==> src/rtl/fir_out_requant.sv <==
// fir_out_requant: back end of the fir_filter datapath.
// Requantises each unsigned filter result to OUT_W bits (round-half-up,
// right shift, saturation) and buffers it in a first-word-fall-through FIFO
// behind a valid/ready interface. The input side is never stalled: a sample
// arriving at a full FIFO with no pop on the same edge is dropped and the
// sticky ovf flag is raised.
module fir_out_requant #(
    parameter int IN_W  = 18,
    parameter int OUT_W = 8,
    parameter int SHIFT = 10,
    parameter int DEPTH = 4
) (
    input  logic                     clk,
    input  logic                     rst,
    input  logic                     in_valid,
    input  logic [IN_W-1:0]          in_data,
    output logic                     out_valid,
    input  logic                     out_ready,
    output logic [OUT_W-1:0]         out_data,
    output logic                     out_sat,
    output logic [$clog2(DEPTH):0]   count,
    output logic                     ovf,
    input  logic                     ovf_clr
);

    localparam int PTR_W = $clog2(DEPTH);
    localparam int CNT_W = PTR_W + 1;

    localparam logic [CNT_W-1:0] DEPTH_C = CNT_W'(DEPTH);
    localparam logic [CNT_W-1:0] CNT_ONE = CNT_W'(1);
    localparam logic [CNT_W-1:0] CNT_ZERO = {CNT_W{1'b0}};
    localparam logic [PTR_W-1:0] PTR_ONE = PTR_W'(1);
    localparam logic [PTR_W-1:0] PTR_ZERO = {PTR_W{1'b0}};

    // Rounding offset 2^(SHIFT-1) and the largest representable output,
    // both in the IN_W+1 bit domain used by the rounding sum.
    localparam logic [IN_W:0] HALF    = {{IN_W{1'b0}}, 1'b1} << (SHIFT - 1);
    localparam logic [IN_W:0] OUT_MAX = {{(IN_W + 1 - OUT_W){1'b0}}, {OUT_W{1'b1}}};

    // Returns {sat, result}: round-half-up, shift right, clamp to OUT_W bits.
    function automatic logic [OUT_W:0] requant(input logic [IN_W-1:0] x);
        logic [IN_W:0]  sum_v;
        logic [IN_W:0]  q_v;
        logic [OUT_W:0] res_v;
        sum_v = {1'b0, x} + HALF;
        q_v   = sum_v >> SHIFT;
        if (q_v > OUT_MAX) begin
            res_v = {1'b1, {OUT_W{1'b1}}};
        end else begin
            res_v = {1'b0, q_v[OUT_W-1:0]};
        end
        return res_v;
    endfunction

    // Stage 1 holds one requantised word ({sat, data}) in flight.
    logic               s1_v_r;
    logic [OUT_W:0]     s1_word_r;

    // FIFO storage and bookkeeping.
    logic [OUT_W:0]     mem_r [DEPTH];
    logic [PTR_W-1:0]   wr_ptr_r;
    logic [PTR_W-1:0]   rd_ptr_r;
    logic [CNT_W-1:0]   count_r;
    logic               ovf_r;
    logic               out_valid_r;
    logic [OUT_W:0]     out_word_r;

    logic               pop_s;
    logic               push_s;
    logic               drop_s;
    logic [PTR_W-1:0]   rd_next_s;
    logic [PTR_W-1:0]   wr_next_s;
    logic [CNT_W-1:0]   count_next_s;
    logic [OUT_W:0]     head_next_s;
    logic               ovf_next_s;

    // Push/pop decisions, next occupancy and the word that will sit at the head.
    always_comb begin
        pop_s     = out_valid_r & out_ready;
        push_s    = s1_v_r & ((count_r < DEPTH_C) | pop_s);
        drop_s    = s1_v_r & ~push_s;

        if (pop_s) begin
            rd_next_s = rd_ptr_r + PTR_ONE;
        end else begin
            rd_next_s = rd_ptr_r;
        end

        if (push_s) begin
            wr_next_s = wr_ptr_r + PTR_ONE;
        end else begin
            wr_next_s = wr_ptr_r;
        end

        case ({push_s, pop_s})
            2'b10:   count_next_s = count_r + CNT_ONE;
            2'b01:   count_next_s = count_r - CNT_ONE;
            default: count_next_s = count_r;
        endcase

        // The write slot coincides with the new read slot only when the
        // incoming word becomes the sole entry, so it must bypass memory.
        if (count_next_s == CNT_ZERO) begin
            head_next_s = out_word_r;
        end else if (push_s && (wr_ptr_r == rd_next_s)) begin
            head_next_s = s1_word_r;
        end else begin
            head_next_s = mem_r[rd_next_s];
        end

        // A drop on the same edge as a clear wins, so no loss goes unseen.
        if (drop_s) begin
            ovf_next_s = 1'b1;
        end else if (ovf_clr) begin
            ovf_next_s = 1'b0;
        end else begin
            ovf_next_s = ovf_r;
        end
    end

    // Stage 1: requantise every strobed sample; no back-pressure exists.
    always_ff @(posedge clk or posedge rst) begin
        if (rst) begin
            s1_v_r    <= 1'b0;
            s1_word_r <= {(OUT_W + 1){1'b0}};
        end else begin
            s1_v_r <= in_valid;
            if (in_valid) begin
                s1_word_r <= requant(in_data);
            end
        end
    end

    // FIFO storage write; contents need no reset because count gates them.
    always_ff @(posedge clk) begin
        if (push_s) begin
            mem_r[wr_ptr_r] <= s1_word_r;
        end
    end

    // FIFO pointers, occupancy, sticky overflow and registered head outputs.
    always_ff @(posedge clk or posedge rst) begin
        if (rst) begin
            wr_ptr_r    <= PTR_ZERO;
            rd_ptr_r    <= PTR_ZERO;
            count_r     <= CNT_ZERO;
            ovf_r       <= 1'b0;
            out_valid_r <= 1'b0;
            out_word_r  <= {(OUT_W + 1){1'b0}};
        end else begin
            wr_ptr_r    <= wr_next_s;
            rd_ptr_r    <= rd_next_s;
            count_r     <= count_next_s;
            ovf_r       <= ovf_next_s;
            out_valid_r <= (count_next_s != CNT_ZERO);
            out_word_r  <= head_next_s;
        end
    end

    assign out_valid = out_valid_r;
    assign out_data  = out_word_r[OUT_W-1:0];
    assign out_sat   = out_word_r[OUT_W];
    assign count     = count_r;
    assign ovf       = ovf_r;

endmodule
==> config.mk <==
export PLATFORM = sky130hd
export DESIGN_NAME = fir_out_requant
export DESIGN_NICKNAME = d
export VERILOG_FILES = /design/src/rtl/fir_out_requant.sv
export SDC_FILE = /design/constraint.sdc
export NUM_CORES = 1
export LEC_CHECK = 0
export CAP_MARGIN = 20
export CORE_UTILIZATION = 50
export CTS_BUF_LIST = sky130_fd_sc_hd__clkbuf_8 sky130_fd_sc_hd__clkbuf_16
export CTS_CLUSTER_DIAMETER = 60
export DETAILED_ROUTE_END_ITERATION = 8
export PLACE_DENSITY = 0.76
export SKIP_LAST_GASP = 1
export SYNTH_ARGS = -nofsm -noshare
export SYNTH_HDL_FRONTEND = slang
export SYNTH_SLANG_ARGS = --single-unit
==> constraint.sdc <==
create_clock -name clk -period 2.85 [get_ports clk]
set_input_delay 0.57 -clock clk [delete_from_list [all_inputs] [get_ports clk]]
set_output_delay 0.57 -clock clk [all_outputs]
set_load 0.1 [all_outputs]
; Word level (Yosys, flattened, before mapping)
; Memories as Yosys holds them, arrays and structs flattened. A register that Yosys moved wholly into a read port is not among the register bits.
; Cells that the tools add are included.
[classes]
muxes = 7
n_eq_ne = 2
n_lt_le_gt_ge = 2
n_reduce_logical = 4
bitwise_logic = 5
n_addsub = 5
[op_table]
columns = op, n
row1 = $add A18 B10 Y19 const B, 1
row2 = $gt A9 B8 Y1 const B, 1
row3 = $mux W9, 1
row4 = $pmux W3 S2, 1
row5 = $add A2 B1 Y2 const B, 2
row6 = $mux W1, 4
row7 = $add A3 B1 Y3 const B, 1
row8 = $and A1 B1 Y1, 3
row9 = $logic_not A3 Y1, 1
row10 = $lt A3 B3 Y1 const B, 1
row11 = $reduce_bool A3 Y1, 1
row12 = $sub A3 B1 Y3 const B, 1
row13 = $eq A2 B1 Y1 const B, 1
row14 = $eq A2 B2 Y1 const B, 1
row15 = $mux W2, 1
row16 = $reduce_bool A2 Y1, 1
row17 = $logic_not A1 Y1, 1
row18 = $not A1 Y1, 1
row19 = $or A1 B1 Y1, 1
[word_totals]
ram_bits = 36
out_inout_bits = 14
inputBits = 23
memories = 1
elab_cells = 33
register_bits = 19
[memory_table]
columns = memory, depth, width, read_ports, rd_ports_with_merged_regs, write_ports, line_no
row1 = mem_r, 4, 9, 1, 1, 1, 60  ; logic [OUT_W:0] mem_r [DEPTH];

; Longest topological paths before layout
[depth]
word_depth = 7
depth_mapped = 13
depth_no_buf = 13

; Least setup slack after synthesis
; OpenSTA, ideal clock, no wires.
[synth_path]
kind = register to register
start = register out_valid_r, in the netlist out_valid
end = register out_word_r[1], read port of mem_r
setup_slack_ns = -0.751
arrival_time_ns = 3.479
required_time_ns = 2.728
synth_period_minus_slack_ns = 3.601
setup_time_ns = 0.122
path_stages_with_launch = 14
n_path_buf = 1
path_cell_list = dfrtp_1 > nand2_2 > inv_1 > buf_2 > ha_1 > inv_1 > fa_1 > xor2_1 > o21a_1 > or2_4 > nor3_4 > inv_2 > o21a_1 > a22o_1
[synth_between]
elab_chain_cells = 7
word_cells_on_any_way = 9
classes_between = 2 x eq/ne / 2 x mux / 3 x bitwise / 2 x reduce/logical
[synth_rtl]
columns = item, line_no
row1 = start: declaration, 65  ; logic out_valid_r;
row2 = start signal: assignment, 155  ; out_valid_r <= (count_next_s != CNT_ZERO);
row3 = $and A1 B1 Y1 (*), 79  ; pop_s = out_valid_r & out_ready;
row4 = $or A1 B1 Y1, 80  ; push_s = s1_v_r & ((count_r < DEPTH_C) | pop_s);
row5 = $and A1 B1 Y1, 80
row6 = $eq A2 B1 Y1 / $eq A2 B2 Y1 (equally long branches), 95  ; case ({push_s, pop_s})
row7 = $pmux W3 S2 (*), 95
row8 = named net count_next_s[2], 73  ; logic [CNT_W-1:0] count_next_s;
row9 = $logic_not A3 Y1 (*), 103  ; if (count_next_s == CNT_ZERO) begin
row10 = $logic_not A1 Y1 (no source line) (*), -
row11 = end: declaration, 66  ; logic [OUT_W:0] out_word_r;
; The timed path passes the listed nets; every way through them passes the cells marked *.
; A chain may end at the register's enable or synchronous reset.

; Worst setup path in the final report
[layout_path]
start = register out_valid_r, in the netlist out_valid
end = register out_word_r[7], read port of mem_r
; Same word-level chain as after synthesis.

==> run_summary.xml <==
<?xml version="1.0" encoding="UTF-8"?>
<metrics>
  <group name="status">
    <metric name="outcome" unit="">finished, final reports clean</metric>
  </group>
  <group name="clocking">
    <metric name="clock_slew_seen_by_the_registers_of_the_worst_setup_and_hold_paths" unit="ns">0.07</metric>
    <metric name="cts_sinks" unit="">64</metric>
    <metric name="tritoncts" unit="">built</metric>
    <metric name="cts_max_path_buffers" unit="">2</metric>
    <metric name="clock_latency" unit="ns">0.33</metric>
    <metric name="cts_hold_buffers" unit="">0</metric>
    <metric name="numCtsBuffers" unit="">9</metric>
    <metric name="ctsHtreeMaxLevel" unit="">3</metric>
    <metric name="cts_root_buf" unit="">sky130_fd_sc_hd__clkbuf_8</metric>
  </group>
  <group name="sta">
    <metric name="finalWorstSetupSlack" unit="ns">0.3155</metric>
    <metric name="worst_slew_pin_slew" unit="ns">0.7426</metric>
    <metric name="max-slew-margin-rel" unit="%">50.49</metric>
    <metric name="finalMaxSlewViolations" unit="">0</metric>
    <metric name="timing.final.crit_period" unit="ns">2.534</metric>
    <metric name="rsz0062_at_grt" unit="">false</metric>
    <metric name="layout_worst_path_cycle_share" unit="%">88.93</metric>
    <metric name="finalHoldViolations" unit="">0</metric>
    <metric name="setup_viol" unit="">0</metric>
    <metric name="max_clock_freq" unit="MHz">394.6</metric>
    <metric name="timing.clock.skew" unit="ns">0.008419</metric>
    <metric name="finalHoldWorstSlack" unit="ns">0.5033</metric>
  </group>
  <group name="pwr">
    <metric name="power_per_cell_area" unit="nW/um^2">1199</metric>
    <metric name="combinationalPowerShare" unit="%">50.3</metric>
    <metric name="ir_drop" unit="uV">992.4</metric>
    <metric name="p_int" unit="mW">2.507</metric>
    <metric name="lkg_pwr" unit="nW">1.472</metric>
    <metric name="sequentialPowerShare" unit="%">32.9</metric>
    <metric name="power.clock.fraction" unit="%">16.8</metric>
    <metric name="power_switching" unit="mW">1.918</metric>
    <metric name="total_power" unit="mW">4.425</metric>
    <metric name="sw_frac_of_total" unit="%">43.35</metric>
  </group>
  <group name="logic_synthesis">
    <metric name="number_of_synthesized_flops_with_an_enable_pin" unit="">36</metric>
    <metric name="postSynthAreaPerCell" unit="sq um">14.97</metric>
    <metric name="synthDominantCellAreaShare" unit="%">35.22</metric>
    <metric name="synthesis.area" unit="sq um">3069</metric>
    <metric name="synth_top_cells_by_count" unit="">sky130_fd_sc_hd__edfxtp_1 (36), sky130_fd_sc_hd__dfrtp_1 (28), sky130_fd_sc_hd__mux4_2 (16)</metric>
    <metric name="synth_seq_area_share" unit="%">58.05</metric>
    <metric name="synth_ff_type" unit="">sky130_fd_sc_hd__edfxtp_1</metric>
    <metric name="most_repeated_cell_in_the_gate_level_netlist_after_synthesis" unit="">sky130_fd_sc_hd__edfxtp_1</metric>
    <metric name="number_of_distinct_standard_cells_referenced_by_the_synthesized_netlist" unit="">38</metric>
    <metric name="synth-async-reset-ratio" unit="%">43.75</metric>
    <metric name="synth_warnings" unit="">0</metric>
    <metric name="synth.largest_area_cell" unit="">sky130_fd_sc_hd__edfxtp_1</metric>
    <metric name="synthesis.nets" unit="">235</metric>
    <metric name="synthesis.instances" unit="">205</metric>
    <metric name="synth_top_cells_by_area" unit="">sky130_fd_sc_hd__edfxtp_1 (35%), sky130_fd_sc_hd__dfrtp_1 (23%), sky130_fd_sc_hd__mux4_2 (12%)</metric>
    <metric name="synth.ff_latch_count" unit="">64</metric>
  </group>
  <group name="detailed_routing">
    <metric name="drtIter0Drc" unit="">117</metric>
    <metric name="wirelength" unit="mm">5.418</metric>
    <metric name="wl_met1" unit="mm">2.383</metric>
    <metric name="wl_per_cell" unit="um">16.52</metric>
    <metric name="dr_total_vias" unit="">1849</metric>
    <metric name="detailroute.wirelength.met2" unit="mm">2.729</metric>
    <metric name="post_drt_via_cell_ratio" unit="">5.637</metric>
    <metric name="drt_pass_1_iters" unit="">6</metric>
    <metric name="route.top_layer_used" unit="">met4</metric>
    <metric name="met3RoutedLength" unit="um">240</metric>
    <metric name="drt_drc_violations_left" unit="">0</metric>
    <metric name="drt.antenna.violating_nets" unit="">0</metric>
  </group>
  <group name="placed_design">
    <metric name="place_ws" unit="ns">-0.3115</metric>
    <metric name="placed_cells" unit="">312</metric>
    <metric name="gp_routability_congestion" unit="">0.7084</metric>
    <metric name="placement.io_buffers" unit="">27</metric>
    <metric name="hpwlAfterDp" unit="mm">3.862</metric>
  </group>
  <group name="floorplan">
    <metric name="floorplan.initialDensity" unit="%">51.84</metric>
    <metric name="num_io_pins" unit="">37</metric>
    <metric name="floorplan.die_area" unit="sq um">6455</metric>
    <metric name="core_footprint" unit="sq um">5921</metric>
    <metric name="fp.dieW" unit="um">80.35</metric>
    <metric name="die_y" unit="um">80.35</metric>
    <metric name="rows" unit="">28</metric>
  </group>
  <group name="critical_path">
    <metric name="worst-endpoint-arrival" unit="ns">2.75</metric>
    <metric name="start_kind" unit="">flip-flop</metric>
    <metric name="critical_path.max_fanout" unit="">10</metric>
    <metric name="critPathCaptureType" unit="">flip-flop</metric>
    <metric name="worst-endpoint-required" unit="ns">3.06</metric>
    <metric name="critPathKind" unit="">flip-flop to flip-flop</metric>
  </group>
  <group name="global_routing">
    <metric name="via_count_of_the_first_global_routing_pass" unit="">1846</metric>
    <metric name="grt_max_degree" unit="">23</metric>
    <metric name="grt_util_all_layers" unit="%">19.54</metric>
    <metric name="grt_first_pass_wirelength" unit="mm">8.983</metric>
    <metric name="grt_antenna_before_repair" unit="">0</metric>
    <metric name="grt.overflow.total" unit="">0</metric>
  </group>
  <group name="finish">
    <metric name="post_layout_nonfiller_instances" unit="">328</metric>
    <metric name="flow.area_growth_from_synthesis" unit="%">20.22</metric>
    <metric name="n_antenna_cell" unit="">0</metric>
    <metric name="final_layout_size_suffix_gt1_share" unit="%">29.25</metric>
    <metric name="nNetsFinal" unit="">278</metric>
  </group>
  <group name="run">
    <metric name="timing.max_cap.violations" unit="">0</metric>
  </group>
  <group name="min_path">
    <metric name="timing.hold.worst.class" unit="">flip-flop to flip-flop</metric>
  </group>
</metrics>
worst max-delay path: stages, from the launching register on:
cell and delay, ns:
sky130_fd_sc_hd__dfrtp_4 0.52, sky130_fd_sc_hd__nand2_8 0.10, sky130_fd_sc_hd__a21boi_4 0.06, sky130_fd_sc_hd__inv_2 0.07, sky130_fd_sc_hd__ha_4 0.13, sky130_fd_sc_hd__inv_1 0.04
sky130_fd_sc_hd__fa_2 0.33, sky130_fd_sc_hd__xor2_1 0.16, sky130_fd_sc_hd__o21a_1 0.17, sky130_fd_sc_hd__or2_4 0.26, sky130_fd_sc_hd__nor3_4 0.13, sky130_fd_sc_hd__inv_2 0.13
sky130_fd_sc_hd__o21a_1 0.13, sky130_fd_sc_hd__a22o_1 0.20
registers in the layout, summed over array words and instances (netlist names):
name,cells
out_word_r,9
rd_ptr_r,2
ovf,1
wr_ptr_r,2
count,3
out_valid,1
s1_v_r,1
s1_word_r,9
mem_r,36
worst paths after layout:
| check | start | to | slack [ns] | cells after the start |
|---|---|---|---|---|
| setup / recovery | out_valid | out_word_r[7] | 0.32 | 13 |
| hold / removal | out_word_r[0] | out_word_r[0] | 0.50 | 1 |
| setup reg to reg | out_valid | out_word_r[7] | 0.32 | 13 |
| hold reg to reg | out_word_r[0] | out_word_r[0] | 0.50 | 1 |
| max in group asynchronous | rst | out_valid | 1.71 | 3 |
| min in group asynchronous | rst | s1_word_r[7] | 0.52 | 2 |
what timing repair did:
item                       CTS  global route
gates resized for setup      0             1
setup endpoints to repair    0             8
setup buffers                0             0
layout by cell type, fill, tap and decap left out, types with 5 or more instances in the layout:
cell	n
sky130_fd_sc_hd__buf_4	27
sky130_fd_sc_hd__nand2_1	13
sky130_fd_sc_hd__edfxtp_1	36
sky130_fd_sc_hd__xnor2_1	7
sky130_fd_sc_hd__mux2i_1	13
sky130_fd_sc_hd__inv_1	9
sky130_fd_sc_hd__clkbuf_8	10
sky130_fd_sc_hd__mux4_2	16
sky130_fd_sc_hd__clkdlybuf4s50_1	12
sky130_fd_sc_hd__nand3_1	5
sky130_fd_sc_hd__a22o_1	8
sky130_fd_sc_hd__o21a_1	11
sky130_fd_sc_hd__o22a_1	6
sky130_fd_sc_hd__ha_1	5
sky130_fd_sc_hd__dfrtp_1	24
per-stage QoR:
stage          area (sq um)  utilization [%]  setup TNS, ns
2_1_floorplan          3122                -              0
3_3_place_gp           3497            59.07         -2.318
3_5_place_dp           3497            59.07         -2.645
4_1_cts                3687            62.28              0
5_1_grt                3690            62.32              0
6_report               3690            62.32              0
area by class of cell:
| class | count | area (sq um) |
|---|---|---|
| Multi-Input combinational cell | 123 | 1241 |
| Sequential cell | 64 | 1789 |
| Tap cell | 75 | 93.84 |
| Clock inverter | 6 | 52.55 |
| Fill cell | 460 | 2231 |
| Clock buffer | 10 | 137.6 |
| Timing Repair Buffer | 40 | 335.3 |
| Inverter | 10 | 40.04 |
power by group through the flow:
stage	Clock [mW]	Sequential [mW]	Combinational [mW]
final	0.742	1.46	2.23
after floorplan	0	2.10	1.13
after global routing	0.803	1.49	2.40
after global placement	0	1.47	2.20
after detailed placement	0	1.48	2.25
after CTS	0.752	1.46	2.25
per-layer routing:
layer / track usage [%] / vias up
met2: 32.80 / 53
met1: 24.48 / 915
met4: 8.036 / 0
met3: 4.205 / 8
met5: 0 / -
li1: - / 873
kinds of logic after synthesis:
kind of cell,Yosys count,share of synthesized area [%]
flops,64,58.05
simple gates,38,6.849
compound gates,35,9.091
mux,32,17.08
buf+inv,18,2.690
xor+xnor,11,3.139
fa+ha+maj,7,3.098
(Power assumes the default switching activity.)
